### config.mk
export PLATFORM = sky130hd
export DESIGN_NAME = ram_arbiter
export DESIGN_NICKNAME = d
export VERILOG_FILES = /design/src/rtl/ram_arbiter.sv
export SDC_FILE = /design/constraint.sdc
export NUM_CORES = 1
export LEC_CHECK = 0
export CAP_MARGIN = 20
export CORE_MARGIN = 1
export CORE_UTILIZATION = 30
export DETAILED_ROUTE_END_ITERATION = 10
export PLACE_DENSITY_LB_ADDON = 0.3
export SLEW_MARGIN = 20
export SYNTH_ARGS = -nofsm -noshare
export SYNTH_HDL_FRONTEND = slang
export SYNTH_SLANG_ARGS = --single-unit
export TNS_END_PERCENT = 50
### constraint.sdc
create_clock -name clk -period 2.7 [get_ports clk]
set_clock_uncertainty 0.1 [all_clocks]
set_input_delay 0.675 -clock clk [delete_from_list [all_inputs] [get_ports clk]]
set_output_delay 0.675 -clock clk [all_outputs]
set_load 0.02 [all_outputs]
### src/rtl/ram_arbiter.sv
// Two-port (A fetch / B data) arbiter in front of a single synchronous-read RAM.
// Define RAM_ARB_RR_EN for round-robin contention; otherwise port A has fixed priority.
module ram_arbiter #(
    parameter int ADDR_W = 8,
    parameter int DATA_W = 8
) (
    input  logic              clk,
    input  logic              rst,
    input  logic              a_req,
    input  logic              a_we,
    input  logic [ADDR_W-1:0] a_addr,
    input  logic [DATA_W-1:0] a_wdata,
    input  logic              b_req,
    input  logic              b_we,
    input  logic [ADDR_W-1:0] b_addr,
    input  logic [DATA_W-1:0] b_wdata,
    output logic              a_ack,
    output logic              b_ack,
    output logic [DATA_W-1:0] a_rdata,
    output logic [DATA_W-1:0] b_rdata,
    output logic [ADDR_W-1:0] ram_addr,
    output logic              ram_we,
    output logic              ram_re,
    output logic [DATA_W-1:0] ram_wdata,
    input  logic [DATA_W-1:0] ram_rdata,
    output logic              busy
);

    typedef enum logic [1:0] {IDLE, ACCESS, RESP} state_t;

    state_t              state_q, state_d;
    logic                id_q;          // 0 = port A, 1 = port B
    logic                we_q;
    logic [ADDR_W-1:0]   addr_q;
    logic [DATA_W-1:0]   wdata_q;
    logic [DATA_W-1:0]   a_rdata_q, b_rdata_q;
    logic                grant_b;
    logic                start;

    assign start = (state_q == IDLE) && (a_req || b_req);

`ifdef RAM_ARB_RR_EN
    logic last_b_q;

    // On contention the port that did not win last time is served.
    assign grant_b = b_req && (!a_req || !last_b_q);

    always_ff @(posedge clk or posedge rst) begin
        if (rst) begin
            last_b_q <= 1'b1;
        end else if (start) begin
            last_b_q <= grant_b;
        end
    end
`else
    assign grant_b = b_req && !a_req;
`endif

    always_comb begin
        state_d = state_q;
        case (state_q)
            IDLE:    if (a_req || b_req) state_d = ACCESS;
            ACCESS:  state_d = RESP;
            RESP:    state_d = IDLE;
            default: state_d = IDLE;
        endcase
    end

    always_ff @(posedge clk or posedge rst) begin
        if (rst) begin
            state_q   <= IDLE;
            a_rdata_q <= '0;
            b_rdata_q <= '0;
        end else begin
            state_q <= state_d;
            if (state_q == RESP && !we_q) begin
                if (id_q) b_rdata_q <= ram_rdata;
                else      a_rdata_q <= ram_rdata;
            end
        end
    end

    // Request fields are only observed while in ACCESS/RESP, so they need no reset.
    always_ff @(posedge clk) begin
        if (start) begin
            id_q    <= grant_b;
            we_q    <= grant_b ? b_we    : a_we;
            addr_q  <= grant_b ? b_addr  : a_addr;
            wdata_q <= grant_b ? b_wdata : a_wdata;
        end
    end

    assign busy      = (state_q != IDLE);
    assign ram_we    = (state_q == ACCESS) && we_q;
    assign ram_re    = (state_q == ACCESS) && !we_q;
    assign ram_addr  = (state_q == ACCESS) ? addr_q  : '0;
    assign ram_wdata = (state_q == ACCESS) ? wdata_q : '0;
    assign a_ack     = (state_q == RESP) && !id_q;
    assign b_ack     = (state_q == RESP) && id_q;

    // The RAM's registered output is live during RESP; pass it through, then hold it.
    assign a_rdata = (a_ack && !we_q) ? ram_rdata : a_rdata_q;
    assign b_rdata = (b_ack && !we_q) ? ram_rdata : b_rdata_q;

endmodule

==> results of run 1 <==
==> flip-flops by register name, summed over array words and instances, names as in the netlist <==
| register | count |
|---|---|
| a_rdata_q | 8 |
| addr_q | 8 |
| b_rdata_q | 8 |
| id_q | 1 |
| state_q | 2 |
| wdata_q | 8 |
| we_q | 1 |
==> layout by cell type, fill, tap and decap left out <==
cell type        netlist  layout
clkdlybuf4s50_1        0      56
mux2_2                49      49
buf_4                  0      23
edfxtp_1              18      18
and2_1                17      17
dfrtp_1               18      17
clkbuf_2               0      14
dlymetal6s2s_1         0      10
clkbuf_8               0       5
nor2b_1                3       3
nor2_1                 3       3
buf_2                  4       2
buf_12                 0       2
nor4b_4                1       1
or2_2                  1       1
and4bb_1               1       1
nor3b_1                1       1
and3b_1                1       1
inv_1                  1       1
clkinvlp_4             0       1
bufinv_16              0       1
clkinv_2               0       1
dfrtp_2                0       1
==> final cells by class <==
type | instances | area (µm²)
timing repair buffer | 107 | 978
tap | 72 | 90.1
fill | 521 | 2690
multi-input combinational | 77 | 747
inverter | 1 | 3.75
clock inverter | 3 | 42.5
sequential | 36 | 992
clock buffer | 5 | 68.8
==> metal layers <==
layer / vias up / global-route usage
li1: 647 / -
met1: 607 / 0.133
met2: 58 / 0.216
met3: 5 / 0.0632
met4: 0 / 0.0436
met5: - / 0
==> how the worst min path moves through the flow <==
stage                       startpoint           end  cells after the start
after floorplan           a_rdata_q[0]  a_rdata_q[0]                      1
after global placement    b_rdata_q[2]  b_rdata_q[2]                      1
after detailed placement  a_rdata_q[7]  a_rdata_q[7]                      1
after CTS                 a_rdata_q[1]  a_rdata_q[1]                      1
after global routing      b_rdata_q[6]  b_rdata_q[6]                      1
final                     a_rdata_q[7]  a_rdata_q[7]                      1
==> timing repair <==
item	in CTS	in global routing
endpoints found under the setup margin	16	29
setup buffers	4	5
hold buffers	0	0
resized for setup	33	28
pin swaps	2	1
==> report_power, final <==
group | leakage (nW) | internal (mW) | switching, mW
sequential | 0.390 | 0.826 | 0.0964
combinational | 0.892 | 0.687 | 0.637
clock | 0.0541 | 0.273 | 0.188
total | 1.34 | 1.79 | 0.921
==> through the flow <==
| step | hold slack [ps] | instances |
|---|---|---|
| 2_1_floorplan | 377 | 120 |
| 3_3_place_gp | 388 | 284 |
| 3_5_place_dp | 395 | 284 |
| 4_1_cts | 411 | 296 |
| 5_1_grt | 432 | 301 |
| 6_report | 408 | 301 |
==> worst register-to-register path: cells and delay by family (launching register included) <==
kind / cells / cell delay [ps]
buffers and inverters: 3 / 480
DFF: 1 / 460
muxes: 1 / 320
and+or+nand+nor: 1 / 360
==> cells by family after synthesis <==
family / after synthesis / synth area share
mux: 49 / 0.309
simple gates: 28 / 0.109
buf+inv: 7 / 0.0259
flops: 36 / 0.555
==> out/results.tsv, run 1 <==
metric	value	unit
routed_wl	3610	µm
vias	1317	
synth_area_leaders	mux2_2 (31%), edfxtp_1 (30%), dfrtp_1 (25%)	
dr_wl_met2	1770	µm
worstSetupEndpointType	primary output	
avgViaCountPerCell	4.38	
path_buf_inv	2	
crit_slowest_cell	clkdlybuf4s50_1	
rr_endpoint	a_rdata_q[6]	
yosysMostFrequentCell	mux2_2	
start_kind	flop	
area_growth_syn_to_layout	63.8	%
hp-class	flop to flop	
cts_buffer_depth	2	
clk-insertion-delay-late	280	ps
wl_met3	375	µm
ios	83	
path_cells	nor2b_1 > buf_4 > and2_1 > clkdlybuf4s50_1	
async_flop_share	0.500	
drt-wirelength-per-cell	12.0	µm
die_x	79.1	µm
cts.clk_slew.worst_paths	70	ps
crit_arrival	1820	ps
crit_family	buffers and inverters	
synth_common_cells	mux2_2 (49), dfrtp_1 (18), edfxtp_1 (18)	
crit_path_end	ram_addr[6]	
r2r_slack	880	ps
stdcell_area	2920	µm²
power	2.71	mW
drt_iter0_drc	23	
ant_nets	0	
syn_area_per_cell	14.9	µm²
clock-sinks	36	
hpwl	2590	µm
top_layer	met4	
antenna_found_initial	0	
p_per_area	926	nW/µm²
fin_crit_sh	0.960	
synth_seq_cells	36	
setup_viol	0	
grt_max_degree	19	
p_leak	1.34	nW
cts_tree	yes	
yosys_warnings	0	
synth-seq-area-share	0.555	
slowest_delay	600	ps
relSlewSlack	0.534	
die-area	6260	µm²
cts_max_level	2	
grt_pass1_vias	1373	
fmax	386	MHz
grt_usage	0.126	
layout_setup_ws	108	ps
syn_area	1780	µm²
r2r_cells	5	
fin_util	0.521	
start_util	0.318	
cts_buffers	5	
min_period	2590	ps
r2r_start	we_q	
cts-root-buf	clkbuf_8	
synth_cells	120	
route.detailed.drc	0	
grt_pass1_wl	6010	µm
ys.flop_type	edfxtp_1	
path_class	flop to primary output	
drv_cap	0	
outcome	finished, final reports clean	
ir_drop	327	µV
syn_nets	166	
worst_slew_pin_slew	698	ps
layout.nets	274	
path_depth	4	
io_buffers	82	
final-hold-violation-count	0	
synth_top_area_share	0.309	
dp_slack	-2.70	ps
grt-ovfl-total	0	
dpl-instance-area	2800	µm²
drt-pass1-iter-count	3	
fin_setup_tns	0	ps
layout-drive-gt1-share	0.441	
synth_edf_count	18	
diodes	0	
setup.worst_path.start	state_q[0]	
synth_top_cell_by_area	mux2_2	
die_h	79.1	µm
crit_fanout	14	
yosysUniqueCellTypes	14	
fp.coreArea	5610	µm²
report.final.slew_viol_count	0	
place_congestion	0.628	
num_rows	27	
critPathRequiredTime	1920	ps
met1_length	1410	µm
No activity file was read; power rests on OpenSTA's default activity.
==> inputs of run 2 (changes only) <==
--- a/config.mk
+++ b/config.mk
@@ -7,7 +7,7 @@
 export LEC_CHECK = 0
 export CAP_MARGIN = 20
 export CORE_MARGIN = 1
-export CORE_UTILIZATION = 30
+export CORE_UTILIZATION = 41
 export DETAILED_ROUTE_END_ITERATION = 10
 export PLACE_DENSITY_LB_ADDON = 0.3
 export SLEW_MARGIN = 20
==> run 2 against run 1 <==
Total power rose by 2.4%. Final area rose by 0.17%. Maximum frequency decreased by 3.2%. Combinational power grew 8%. Setup slack lost 86 ps. Sequential cell count is the same. Utilization grew 20 points. Non-clock buffer count down 1. Sequential power rose by 0.7%. Largest power group unchanged.
==> out/results.tsv, run 2 (same netlist as run 1, synthesis figures left out) <==
metric	value	unit	change
routed_wl	4090	µm	+13%
drt_iter0_drc	43		+87%
final_common_cell	clkdlybuf4s50_1		
nFillCells	299		-43%
fp.coreArea	4090	µm²	-27%
critPathRequiredTime	1920	ps	about the same
area_growth_syn_to_layout	64.1	%	
cts_max_level	2		unchanged
route.detailed.drc	0		unchanged
die_h	68.0	µm	-14%
p_per_area	947	nW/µm²	+2.3%
diodes	0		unchanged
ant_nets	0		unchanged
grt_max_degree	19		unchanged
final-hold-violation-count	0		unchanged
clk-insertion-delay-late	280	ps	about the same
drv_cap	0		unchanged
cts-root-buf	clkbuf_8		
layout-drive-gt1-share	0.408		-0.0332
fmax	373	MHz	-3.2%
grt_pass1_vias	1446		+5.3%
clock-sinks	36		unchanged
drt-pass1-iter-count	2		-1
place_congestion	0.735		+17%
start_kind	flop		
crit_arrival	1900	ps	+80 ps
seq_area	992	µm²	unchanged
ir_drop	418	µV	+28%
grtUsageMet1	0.181		+0.0481
crit_fanout	6		-8
grt_util_met2	0.380		+0.164
grt_usage	0.193		+0.0672
worst_slew_pin_slew	686	ps	-12.0 ps
grt-busiest-layer	met2		
vias	1361		+3.3%
met3_usage	0.0583		-0.00489
drt-wirelength-per-cell	14.7	µm	+23%
num_rows	23		-15%
worstSetupEndpointType	primary output		
grt-ovfl-total	0		unchanged
cts_buffer_depth	2		unchanged
grt_pass1_wl	6340	µm	+5.5%
layout.nets	273		-0.36%
whs	403	ps	-5.33 ps
ios	83		unchanged
setup_viol	0		unchanged
multi_input_area	749	µm²	+0.34%
start_util	0.437		+0.118
avgViaCountPerCell	4.90		+12%
p_leak	1.21	nW	-9.4%
cts.clk_slew.worst_paths	70	ps	about the same
relSlewSlack	0.542		+0.00800
path_class	flop to primary output		
die_x	68.0	µm	-14%
rsz0062_at_grt	true		
min_period	2680	ps	+86.3 ps
power	2.77	mW	+2.4%
fin_crit_sh	0.992		+0.0320
hpwl	3080	µm	+19%
cts_buffers	5		unchanged
io_buffers	82		unchanged
layout_common_cells	clkdlybuf4s50_1 (64), mux2_2 (49), buf_4 (20), edfxtp_1 (18)		
hold_buffers	0		unchanged
hp-class	flop to flop		
antenna_found_initial	0		unchanged
cts_tree	yes		
outcome	finished, final reports clean		
die-area	4620	µm²	-26%
report.final.slew_viol_count	0		unchanged
run 2: cell types whose count changed in the layout (fill, tap and decap cells not counted), sizes merged, moves of 4 or more:
cell and delta:
clkbuf -11, clkdlybuf4s50 +8, dlymetal6s2s -8, clkdlybuf4s15 +7, buf +4
run 2: final timing paths:
kind	start	endpoint	slack (ps)	depth (start not counted)
min	a_rdata_q[1]	a_rdata_q[1]	400	1
max in group asynchronous	rst	state_q[0]	1320	2
min reg2reg	a_rdata_q[1]	a_rdata_q[1]	400	1
max reg2reg	we_q	a_rdata_q[4]	910	7
max	state_q[0]	b_rdata[3]	20	4
min in group asynchronous	rst	b_rdata_q[6]	710	2
run 2: per-stage QoR:
stage	worst slack (ps)	setup TNS [ps]	util	cells	cell area, µm²
CTS	-11.6	-13.2	0.710	277	2900
global route	-23.8	-68.1	0.716	278	2930
detailed placement	-24.8	-139	0.674	260	2760
global placement	-2.57	-3.10	0.674	260	2760
floorplan	462	0	-	120	1780
finish	22.1	0	0.716	278	2930
run 2: routing by layer:
metal | vias up | wire length (µm) | part of all wire
met5 | - | 0 | 0
met4 | 0 | 55 | 0.013
met3 | 6 | 264 | 0.065
met2 | 53 | 2280 | 0.56
met1 | 654 | 1490 | 0.36
li1 | 648 | - | -
run 2: repair_timing:
action	CTS	global route
buffers inserted	8	1
pin swaps	1	1
endpoints found under the hold margin	0	0
gates cloned	1	0
resized for setup	41	15
endpoints found under the setup margin	16	34
run 2: final cells by class:
type | count | area share
Multi-Input combinational cell | 77 | 0.256
Clock buffer | 7 | 0.0333
Clock inverter | 1 | 0.00171
Inverter | 1 | 0.00128
Timing Repair Buffer | 106 | 0.347
Tap cell | 50 | 0.0214
Sequential cell | 36 | 0.339
run 2: worst max-delay path: stages (launching register included):
cell and delay [ps]:
dfrtp_2 450, and4bb_2 350, buf_4 150, mux2_2 330, dlygate4sd2_1 330
run 2: power breakdown:
| group | total [mW] | switching (mW) | internal (mW) |
|---|---|---|---|
| sequential | 0.928 | 0.102 | 0.826 |
| combinational | 1.42 | 0.666 | 0.755 |
| clock | 0.423 | 0.187 | 0.237 |
==> inputs of run 3 (changes only) <==
--- a/config.mk
+++ b/config.mk
@@ -7,9 +7,10 @@
 export LEC_CHECK = 0
 export CAP_MARGIN = 20
 export CORE_MARGIN = 1
-export CORE_UTILIZATION = 41
+export CORE_UTILIZATION = 44
 export DETAILED_ROUTE_END_ITERATION = 10
 export PLACE_DENSITY_LB_ADDON = 0.3
+export SETUP_SLACK_MARGIN = 0.4
 export SLEW_MARGIN = 20
 export SYNTH_ARGS = -nofsm -noshare
 export SYNTH_HDL_FRONTEND = slang
==> constraint.sdc (replaced) <==
create_clock -name clk -period 3.1 [get_ports clk]
set_clock_uncertainty 0.1 [all_clocks]
set_input_delay 0.775 -clock clk [delete_from_list [all_inputs] [get_ports clk]]
set_output_delay 0.775 -clock clk [all_outputs]
set_load 0.02 [all_outputs]
==> run 3 against run 2 <==
Critical path depth stayed put. Clock-buffer cell count fell by 1. Via count is 4.1% lower. Largest cell class is now flip-flops and latches. Highest routed layer unchanged.
==> out/results.tsv, run 3 (same netlist as run 1, synthesis figures left out) <==
metric	value	unit	change
outcome	finished, final reports clean		
drt-wirelength-per-cell	14.7	µm	+0.14%
layout-drive-gt1-share	0.414		+0.00652
cts_buffer_depth	2		unchanged
ant_nets	0		unchanged
grt-busiest-layer	met2		
grt_util_met2	0.375		-0.00490
setup_viol	0		unchanged
vias	1305		-4.1%
switching_power	0.820	mW	-14%
cts_buffers	5		unchanged
fp.coreArea	3770	µm²	-7.7%
clock-sinks	36		unchanged
whs	407	ps	+4.02 ps
io_buffers	82		unchanged
slowest_delay	440	ps	about the same
place_congestion	0.783		+6.5%
hpwl	2900	µm	-5.9%
fin_crit_sh	0.889		
avgViaCountPerCell	4.83		-1.3%
min_period	2760	ps	
p_seq_frac	0.334		about the same
ir_drop	436	µV	+4.3%
diodes	0		unchanged
switching_share	0.338		-0.00596
final-hold-violation-count	0		unchanged
layout.nets	267		-2.2%
relSlewSlack	0.554		+0.0114
drv_cap	0		unchanged
cts-root-buf	clkbuf_8		
final_common_cell	clkdlybuf4s50_1		
die-area	4310	µm²	-6.6%
clkPwrFrac	0.164		+0.011
layout_common_cells	clkdlybuf4s50_1 (52), mux2_2 (47), edfxtp_1 (18), and2_1 (17), dfrtp_1 (17)		
p_int	1.60	mW	-12%
path_class	flop to primary output		
grt-ovfl-total	0		unchanged
grt_usage	0.207		+0.0137
cts.clk_slew.worst_paths	70	ps	about the same
report.final.slew_viol_count	0		unchanged
crit_arrival	1880	ps	-20 ps
worstSetupEndpointType	primary output		
grt_pass1_vias	1415		-2.1%
ios	83		unchanged
grtUsageMet1	0.212		+0.0313
rsz0062_at_grt	true		
cts_tree	yes		
die_h	65.7	µm	-3.4%
nFillCells	243		-19%
pwr-share-comb	0.502		-0.011
grt_max_degree	19		unchanged
routed_wl	3980	µm	-2.7%
drt_iter0_drc	29		-33%
seq_area	992	µm²	unchanged
clk-insertion-delay-late	290	ps	about the same
hp-class	flop to flop		
area_growth_syn_to_layout	62.5	%	
grt_pass1_wl	6420	µm	+1.2%
start_util	0.473		+0.0365
crit_fanout	5		-1
cts_max_level	2		unchanged
path_cells	nor4b_4 > buf_6 > mux2_2 > clkdlybuf4s15_1		
drt-pass1-iter-count	4		+2
p_leak	1.37	nW	+13%
die_x	65.7	µm	-3.4%
hold_buffers	0		unchanged
met3_usage	0.0816		+0.0233
start_kind	flop		
multi_input_area	754	µm²	+0.67%
fin_setup_tns	0	ps	unchanged
antenna_found_initial	0		unchanged
num_rows	22		-4.3%
route.detailed.drc	0		unchanged
dp_slack	151	ps	+176 ps
p_per_area	836	nW/µm²	-12%
crit_slowest_cell	edfxtp_1		
fmax	363	MHz	
worst_slew_pin_slew	669	ps	-17.1 ps
layout_setup_ws	345	ps	+323 ps
critPathRequiredTime	2220	ps	+300 ps
## run 3: changes by cell type in the layout (fill, tap and decap cells not counted), sizes merged
| cell | previous run | this run |
|---|---|---|
| clkdlybuf4s15 | 7 | 8 |
| clkdlybuf4s50 | 64 | 52 |
| bufinv | 0 | 1 |
| dlymetal6s2s | 2 | 13 |
| buf | 31 | 26 |
| clkbuf | 8 | 6 |
## run 3: worst paths after layout
kind                               from           end  slack [ps]  cells after the start
setup / recovery                   we_q    a_rdata[4]         340                      4
hold / removal             b_rdata_q[1]  b_rdata_q[1]         410                      1
setup reg to reg                   we_q  a_rdata_q[3]        1300                      5
hold reg to reg            b_rdata_q[1]  b_rdata_q[1]         410                      1
max in group asynchronous           rst    state_q[0]        1660                      2
min in group asynchronous           rst    state_q[0]         780                      2
## run 3: repair_timing
item                                    4_1_cts  5_1_grt
cloned                                        1        0
pin swaps                                     2        1
resized for setup                            60       20
endpoints found under the setup margin       34       32
setup buffers                                 7        2
## run 3: per-layer routing
layer  up-vias  part of all wire
met5         -                 0
met4         0             0.015
met3         6             0.069
met2        48              0.54
met1       620              0.37
li1        631                 -
## run 3: layout make-up
type | instances | area share
sequential | 36 | 0.342
timing repair buffer | 100 | 0.338
multi-input combinational | 77 | 0.260
clock buffer | 6 | 0.0250
tap | 48 | 0.0207
clock inverter | 2 | 0.0121
inverter | 1 | 0.00129
## run 3: per-stage QoR
step / cell area [µm²] / total power, mW / utilization / std cells
detailed placement: 2680 / 2.06 / 0.711 / 252
CTS: 2830 / 2.42 / 0.750 / 268
floorplan: 1780 / 1.49 / - / 120
finish: 2900 / 2.42 / 0.769 / 270
global route: 2900 / 2.56 / 0.769 / 270
global placement: 2680 / 2.02 / 0.711 / 252
## run 3: critical path: cells and delay by family, from the launching register on
family / cells / cell delay, ps
buffers and inverters: 2 / 460
muxes: 1 / 330
and+or+nand+nor: 1 / 360
DFF: 1 / 440
## run 3: power by group through the flow
stage | Clock, mW | Combinational (mW) | Sequential, mW
floorplan | 0 | 0.694 | 0.791
global placement | 0 | 1.22 | 0.802
detailed placement | 0 | 1.24 | 0.819
CTS | 0.411 | 1.20 | 0.810
global route | 0.432 | 1.30 | 0.835
finish | 0.398 | 1.22 | 0.810
